`src/rtl/ram_simple_dual_port_if.sv`:
```
// rtl/ram_simple_dual_port_if.sv - write/read port bundle for ram_simple_dual_port
interface ram_simple_dual_port_if #(
    parameter int WIDTH         = 32,
    parameter int ADDRESS_WIDTH = 4,
    parameter int BYTE_WIDTH    = 8
);
    logic                        ready;
    logic                        write_enable;
    logic [ADDRESS_WIDTH-1:0]    write_address;
    logic [WIDTH/BYTE_WIDTH-1:0] write_byte_enable;
    logic [WIDTH-1:0]            write_data;
    logic                        read_enable;
    logic [ADDRESS_WIDTH-1:0]    read_address;
    logic [WIDTH-1:0]            read_data;
    logic                        read_valid;

    modport master (
        input  ready, read_data, read_valid,
        output write_enable, write_address, write_byte_enable, write_data,
        output read_enable, read_address
    );

    modport slave (
        output ready, read_data, read_valid,
        input  write_enable, write_address, write_byte_enable, write_data,
        input  read_enable, read_address
    );
endinterface

```
`src/rtl/ram_simple_dual_port.sv`:
```
// rtl/ram_simple_dual_port.sv - simple dual-port RAM with byte enables, init sweep and 1/2-cycle read
module ram_simple_dual_port #(
    parameter int               WIDTH         = 32,
    parameter int               DEPTH         = 16,
    parameter int               ADDRESS_WIDTH = $clog2(DEPTH),
    parameter int               BYTE_WIDTH    = 8,
    parameter int               READ_LATENCY  = 1,
    parameter int               WRITE_FIRST   = 0,
    parameter logic [WIDTH-1:0] INIT_VALUE    = '0
) (
    input logic                   clock,
    input logic                   reset,
    ram_simple_dual_port_if.slave bus
);
    localparam int LANES = WIDTH / BYTE_WIDTH;

    localparam logic [0:0] STATE_INIT  = 1'b0;
    localparam logic [0:0] STATE_READY = 1'b1;

    localparam logic [ADDRESS_WIDTH:0]   DEPTH_LIMIT  = (ADDRESS_WIDTH + 1)'(DEPTH);
    localparam logic [ADDRESS_WIDTH-1:0] LAST_ADDRESS = ADDRESS_WIDTH'(DEPTH - 1);

    logic [WIDTH-1:0]         memory [DEPTH];
    logic [0:0]               state;
    logic [ADDRESS_WIDTH-1:0] init_count;
    logic                     ready;
    logic                     write_hit;
    logic                     read_hit;
    logic                     read_in_range;
    logic [WIDTH-1:0]         read_word;
    logic                     stage1_valid;
    logic [WIDTH-1:0]         stage1_data;

    assign ready         = (state == STATE_READY);
    assign bus.ready     = ready;
    assign write_hit     = ready && bus.write_enable && ({1'b0, bus.write_address} < DEPTH_LIMIT);
    assign read_hit      = ready && bus.read_enable;
    assign read_in_range = ({1'b0, bus.read_address} < DEPTH_LIMIT);

    always_ff @(posedge clock) begin
        if (reset) begin
            state      <= STATE_INIT;
            init_count <= '0;
        end else if (state == STATE_INIT) begin
            if (init_count == LAST_ADDRESS) begin
                state <= STATE_READY;
            end else begin
                init_count <= init_count + 1'b1;
            end
        end
    end

    // Storage has no reset so it can map onto block RAM; the init sweep clears it instead.
    always_ff @(posedge clock) begin
        if (!reset) begin
            if (state == STATE_INIT) begin
                memory[init_count] <= INIT_VALUE;
            end else if (write_hit) begin
                for (int b = 0; b < LANES; b++) begin
                    if (bus.write_byte_enable[b]) begin
                        memory[bus.write_address][b*BYTE_WIDTH +: BYTE_WIDTH] <=
                            bus.write_data[b*BYTE_WIDTH +: BYTE_WIDTH];
                    end
                end
            end
        end
    end

    // Out-of-range reads return zero; write-first forwards the enabled lanes of a colliding write.
    always_comb begin
        read_word = '0;
        if (read_in_range) begin
            read_word = memory[bus.read_address];
        end
        if ((WRITE_FIRST != 0) && write_hit && (bus.write_address == bus.read_address)) begin
            for (int b = 0; b < LANES; b++) begin
                if (bus.write_byte_enable[b]) begin
                    read_word[b*BYTE_WIDTH +: BYTE_WIDTH] = bus.write_data[b*BYTE_WIDTH +: BYTE_WIDTH];
                end
            end
        end
    end

    always_ff @(posedge clock) begin
        if (reset) begin
            stage1_valid <= 1'b0;
            stage1_data  <= '0;
        end else begin
            stage1_valid <= read_hit;
            if (read_hit) begin
                stage1_data <= read_word;
            end
        end
    end

    generate
        if (READ_LATENCY == 2) begin : g_output_register
            logic             stage2_valid;
            logic [WIDTH-1:0] stage2_data;

            always_ff @(posedge clock) begin
                if (reset) begin
                    stage2_valid <= 1'b0;
                    stage2_data  <= '0;
                end else begin
                    stage2_valid <= stage1_valid;
                    if (stage1_valid) begin
                        stage2_data <= stage1_data;
                    end
                end
            end

            assign bus.read_valid = stage2_valid;
            assign bus.read_data  = stage2_data;
        end else begin : g_direct_output
            assign bus.read_valid = stage1_valid;
            assign bus.read_data  = stage1_data;
        end
    endgenerate
endmodule
```
`src/flat_wrapper.sv`:
```
// flat-port wrapper written by rule: the top's interface ports become plain ports
module ram_simple_dual_port_flat 
#(
    parameter int               WIDTH         = 32,
    parameter int               DEPTH         = 16,
    parameter int               ADDRESS_WIDTH = $clog2(DEPTH),
    parameter int               BYTE_WIDTH    = 8,
    parameter int               READ_LATENCY  = 1,
    parameter int               WRITE_FIRST   = 0,
    parameter logic [WIDTH-1:0] INIT_VALUE    = '0
)
  (clock, reset, bus_ready, bus_read_data, bus_read_valid, bus_write_enable, bus_write_address, bus_write_byte_enable, bus_write_data, bus_read_enable, bus_read_address);
  ram_simple_dual_port_if #(.WIDTH(WIDTH), .ADDRESS_WIDTH(ADDRESS_WIDTH), .BYTE_WIDTH(BYTE_WIDTH)) bus_i ();
  input logic clock;
  input logic reset;
  output wire logic [$bits(bus_i.ready)-1:0] bus_ready;
  output wire logic [$bits(bus_i.read_data)-1:0] bus_read_data;
  output wire logic [$bits(bus_i.read_valid)-1:0] bus_read_valid;
  input wire logic [$bits(bus_i.write_enable)-1:0] bus_write_enable;
  input wire logic [$bits(bus_i.write_address)-1:0] bus_write_address;
  input wire logic [$bits(bus_i.write_byte_enable)-1:0] bus_write_byte_enable;
  input wire logic [$bits(bus_i.write_data)-1:0] bus_write_data;
  input wire logic [$bits(bus_i.read_enable)-1:0] bus_read_enable;
  input wire logic [$bits(bus_i.read_address)-1:0] bus_read_address;
  assign bus_ready = bus_i.ready;
  assign bus_read_data = bus_i.read_data;
  assign bus_read_valid = bus_i.read_valid;
  assign bus_i.write_enable = bus_write_enable;
  assign bus_i.write_address = bus_write_address;
  assign bus_i.write_byte_enable = bus_write_byte_enable;
  assign bus_i.write_data = bus_write_data;
  assign bus_i.read_enable = bus_read_enable;
  assign bus_i.read_address = bus_read_address;
  ram_simple_dual_port #(.WIDTH(WIDTH), .DEPTH(DEPTH), .ADDRESS_WIDTH(ADDRESS_WIDTH), .BYTE_WIDTH(BYTE_WIDTH), .READ_LATENCY(READ_LATENCY), .WRITE_FIRST(WRITE_FIRST), .INIT_VALUE(INIT_VALUE)) u_core (.clock(clock), .reset(reset), .bus(bus_i));
endmodule
```
`config.mk`:
```
export PLATFORM = sky130hd
export DESIGN_NAME = ram_simple_dual_port_flat
export DESIGN_NICKNAME = d
export VERILOG_FILES = /design/src/rtl/ram_simple_dual_port_if.sv /design/src/rtl/ram_simple_dual_port.sv /design/src/flat_wrapper.sv
export SDC_FILE = /design/constraint.sdc
export NUM_CORES = 1
export LEC_CHECK = 0
export ABC_AREA = 1
export BUFFER_PORTS_ARGS = -buffer_cell sky130_fd_sc_hd__clkbuf_2
export CORE_UTILIZATION = 62
export DETAILED_ROUTE_END_ITERATION = 8
export PLACE_DENSITY_LB_ADDON = 0.25
export RECOVER_POWER = 50
export SETUP_SLACK_MARGIN = 0.2
export SKIP_CTS_REPAIR_TIMING = 1
export SYNTH_ARGS = -nofsm -noshare
export SYNTH_HDL_FRONTEND = slang
export SYNTH_SLANG_ARGS = --single-unit
```
`constraint.sdc`:
```
create_clock -name clock -period 2.7 [get_ports clock]
set_input_delay 0 -clock clock [delete_from_list [all_inputs] [get_ports clock]]
set_output_delay 0 -clock clock [all_outputs]
set_load 0.02 [all_outputs]
```
* Word-level counts from Yosys, hierarchy flattened
Memory sizes are Yosys's and may differ from the RTL's. A register that Yosys moved wholly into a read port is not among the register bits.
Cells that the tools add are included.
** Word-level totals
- Bits in registers :: 6
- Bits in writable memories :: 512
- Output and inout port bits :: 34
- Memories kept :: 1
** Operators by class
- Add/subtract/negate cells :: 1
- Equal/unequal tests :: 1
- Muxes and demuxes :: 28
- Bitwise operators :: 2
- Reduce and logical (&&, ||, !) cells :: 4
** Memory list
- u_core.memory :: depth 16, width 32, read ports 1, clocked after Yosys merged registers in 1, wr ports 1, RTL line ram_simple_dual_port.sv:23 : logic [WIDTH-1:0] memory [DEPTH];
** Operators by type and width (count)
- 32-bit two-way mux :: 1
- 32-bit OR reduction :: 1
- 1-bit two-way mux :: 25
- 4-bit two-way mux :: 2
- 4-bit by 1-bit adder with 4-bit output (second input constant) :: 1
- 4-bit == test (second input constant) :: 1
- 1-bit logical AND :: 2
- 1-bit NOT :: 2
- 2-bit AND reduction :: 1

* Longest topological paths before layout
- Word-level depth :: 7
- Gate-level depth with buffers :: 12

* Least setup slack after synthesis
No wires, ideal clock.
- Kind :: register to register
- Start :: register u_core.state (netlist: u_core.bus.ready)
- End :: memory u_core.memory[10][16] (enable)
- Setup time :: 370 ps
- Arrival :: 1664 ps
- Data required time :: 2330 ps
- Path slack :: 666 ps
- Stages on the path, launching flop included :: 9
- Path buffers :: 0
- Clock period less this slack :: 2034 ps
- Path through :: dfxtp_1 nand2_2 clkinv_4 o211ai_4 nand3_1 nand2_2 nor2_4 nand2_2 nor2_1
** Between the ends
- Cells in the longest elaborated chain, start to end :: 7
** RTL lines
- from (decl) :: RTL line ram_simple_dual_port.sv:24 : logic [0:0] state;
- from (signal assigned) :: RTL line ram_simple_dual_port.sv:42 : state <= STATE_INIT;
- from (signal assigned) :: RTL line ram_simple_dual_port.sv:46 : state <= STATE_READY;
- 1-bit logical AND :: RTL line ram_simple_dual_port.sv:36 : assign write_hit = ready && bus.write_enable && ({1'b0, bus.write_address} < DEPTH_LIMIT);
- 1-bit two-way mux :: RTL line ram_simple_dual_port.sv:58 : end else if (write_hit) begin
- 1-bit two-way mux :: RTL line ram_simple_dual_port.sv:56 : if (state == STATE_INIT) begin
- 1-bit two-way mux :: RTL line ram_simple_dual_port.sv:55 : if (!reset) begin
- 1-bit two-way mux (not written as such) :: RTL line ram_simple_dual_port.sv:61 : memory[bus.write_address][b*BYTE_WIDTH +: BYTE_WIDTH] <=
- 32-bit OR reduction (no line)
- 4-bit two-way mux (no line)
- to (decl) :: RTL line ram_simple_dual_port.sv:23
Parallel ways exist; a longest one is shown, timed or not.

* Final worst setup path
- Start :: register u_core.state (netlist: u_core.bus.ready)
- End :: memory u_core.memory[5][8] (enable)
The elaborated chain is that of the path after synthesis.

==> results.yml <==
critical_path:
  cp-end-kind: "flip-flop"
  worstPathArrival_ns: 2.72
  crit_fanout: 9
  reg2reg_to: "u_core.memory[5][8]$_DFFE_PP_"
  path_buf_inv: 2
  rrSetupSlack_ns: 0.19
  r2r_cells: 10
  crit_path_end: "u_core.memory[5][8]$_DFFE_PP_"
  critPathLaunchType: "flip-flop"
  crit_family: "simple AND/OR/NAND/NOR gates"
  path_depth: 10
  worstSetupPathType: "reg -> reg"
  cp.required_ns: 2.91
  cpMaxStageDelayCell: "clkbuf_1"
  timing.rr.start: "u_core.bus.ready$_SDFF_PP0_"
  cp_common_cell: "nand2_1"
  crit_path_start: "u_core.bus.ready$_SDFF_PP0_"
  critPathMaxStageDelay_ns: 0.53
  cp_cell_sequence: "nand2_1 > clkinv_4 > o211ai_4 > nand2_8 > nand2_1 > nand2_1 > nor2_4 > nand2_1 > nor2_1 > clkbuf_1"
placement:
  place_ws_ns: 0.3152
  placedInstanceArea_um2: 23700
  dp_hpwl_mm: 31.95
  gp_congestion: 0.8342
  io_buffers: 81
clocking:
  htree_levels: 2
  clk_pin_slew_ns: 0.06
  cts-root-buf: "clkbuf_16"
  clk_latency_ns: 0.57
  cts_tree: "yes"
  cts_buffers: 53
  clk_path_buf_depth: 3
  cts_sinks: 550
sta:
  skew_ns: 0.01073
  hold-worst-slack_ns: -0.03143
  hold_violations: 69
  worst_slew_pin_slew_ns: 1.408
  timing.slew.headroom_pct: 6.046
  setup_slack_ns: 0.1851
  rsz0062_at_grt: "true"
  finalCritPeriodShare_pct: 93.14
  tns_ns: 0
  finalSetupViolCount: 0
  fmax_mhz: 397.6
  fin_crit_ns: 2.515
  drv_slew: 0
synth:
  synth-seq-cells: 550
  syn-num-nets: 2061
  ys_seq_area_share_pct: 71.22
  yosysWarnings: 0
  syn_avg_cell_area_um2: 11.26
  synthCells: 2012
  syn-cell-area_um2: 22660
  synth_cell_types: 24
final_layout:
  layout-drive-gt1-share_pct: 9.218
  areaGrowthSynthToFinish_pct: 11.66
  final_design_area_no_fill_um2: 25300
  nets: 2155
  fill_cells: 2568
  n_antenna_cell: 0
global_route:
  gr-usage-all-layers_pct: 30.50
  grt_first_pass_wirelength_mm: 84.35
  antenna_found_initial: 0
  overflow: 0
  grt_start_max_net_pins: 257
  grt_pass1_vias: 14930
flow_run:
  maxCapViolCount: 0
power_and_ir_drop:
  p_leak_nw: 9.603
  ir_worst_vdd_v: 0.0005759
  power_density_nw_per_um2: 699.9
die:
  coreArea_um2: 35740
  row_count: 69
  die_w_um: 193.2
  dieHeight_um: 193.2
  die_area_um2: 37310
  boundaryPins: 82
  start_util_pct: 63.39
routing:
  drc_errors: 5
  vias_per_cell: 5.957
  ant_nets: 0
  drtIter0Drc: 1654
  drt_pass1_iterations: 8
  drt_wl_total_mm: 55.24
  routedWlPerCell_um: 21.17
  vias: 15540
status:
  violations: "DRC, hold timing"
  status: "finished, violations left"
min_path:
  hold_class: "in -> reg"
synth_stat cells, drive strengths merged:
| master | n | area, um^2 |
|---|---|---|
| a21oi | 35 | 175.2 |
| nand2 | 645 | 2510 |
| nor2 | 110 | 473.0 |
| nand3 | 394 | 1972 |
| o211ai | 2 | 42.54 |
| a31oi | 4 | 37.53 |
| ha | 1 | 12.51 |
| o21ai | 35 | 175.2 |
| dfxtp | 38 | 760.7 |
| nor3 | 1 | 5.000 |
| buf | 95 | 466.7 |
| edfxtp | 512 | 15370 |
| clkinv | 2 | 12.51 |
| clkbuf | 26 | 97.59 |
| inv | 80 | 300.3 |
| o21bai | 32 | 240.2 |
metrics by stage:
step / util (%) / std cells / power, mW
floorplan: - / 2012 / 10.11
global placement: 66.30 / 2502 / 10.42
detailed placement: 66.30 / 2502 / 10.45
CTS: 71.20 / 2599 / 17.73
global route: 70.78 / 2609 / 18.15
finish: 70.78 / 2609 / 17.71
placed cells by master (no fill, tap or decap), types with 9 or more instances in the layout:
cell type	Yosys	routed
clkbuf_8	0	11
clkbuf_2	0	63
edfxtp_1	512	512
nand2_1	615	631
clkbuf_1	26	76
inv_1	76	76
a21oi_1	35	35
nand2_2	29	13
dlygate4sd3_1	0	10
nand3_1	394	394
o21ai_0	35	35
o21bai_1	32	32
buf_4	6	14
clkinv_2	0	9
dfxtp_1	38	38
nor2_1	102	101
clkbuf_16	0	53
cell type report:
class	instances	area, um^2	area share [%]
repair buffers	160	907.1	3.586
well taps	461	576.8	2.280
inverters	82	320.3	1.266
clock buffers	75	1519	6.005
clock inverters	22	232.7	0.9200
multi-input cells	1259	5605	22.16
flip-flops and latches	550	16140	63.78
power breakdown:
group,switching [mW],total [mW],leakage (nW),internal [mW]
clock network,3.05,7.42,0.861,4.37
logic,0.692,0.965,3.66,0.273
registers,0.0263,9.32,5.08,9.29
total,3.77,17.7,9.60,13.9
worst min-delay path, stage by stage:
cell and delay (ns):
clkbuf_2 0.08, inv_1 0.05, nor2_1 0.18
cell families (layout without fill, tap and decap cells):
group                    count (synthesis)  after routing  share of synthesized area [%]
buffers and inverters                  203            339                          3.871
flip-flops                             550            550                          71.22
AND/OR/NAND/NOR                       1150           1150                          21.89
AO/OA/AOI/OAI                          108            108                          2.960
adder cells (fa/ha/maj)                  1              1                        0.05522
state kept, by name, summed over array words and instances (netlist names):
name	count
u_core.memory	512
u_core.bus.read_data	32
u_core.init_count	4
u_core.bus.read_valid	1
u_core.bus.ready	1
worst min path at each step:
stage | startpoint | to | slack (ns) | depth (start not counted)
global placement | reset | u_core.bus.ready$_SDFF_PP0_ | 0.30 | 2
floorplan | reset | u_core.bus.read_valid$_SDFF_PP0_ | 0.07 | 1
finish | bus_write_data[6] | u_core.memory[3][6]$_DFFE_PP_ | -0.03 | 3
global route | bus_write_data[7] | u_core.memory[7][7]$_DFFE_PP_ | 0.007 | 3
CTS | reset | u_core.bus.ready$_SDFF_PP0_ | -0.30 | 2
detailed placement | reset | u_core.bus.ready$_SDFF_PP0_ | 0.30 | 2
metal layers:
layer,routed length (um),vias up,global-route usage [%]
met5,0,-,0
met4,2024,0,12.08
li1,-,7119,-
met1,21100,7440,41.56
met2,26540,850,49.27
met3,5581,132,5.376
No activity file was read; power rests on OpenSTA's default activity.
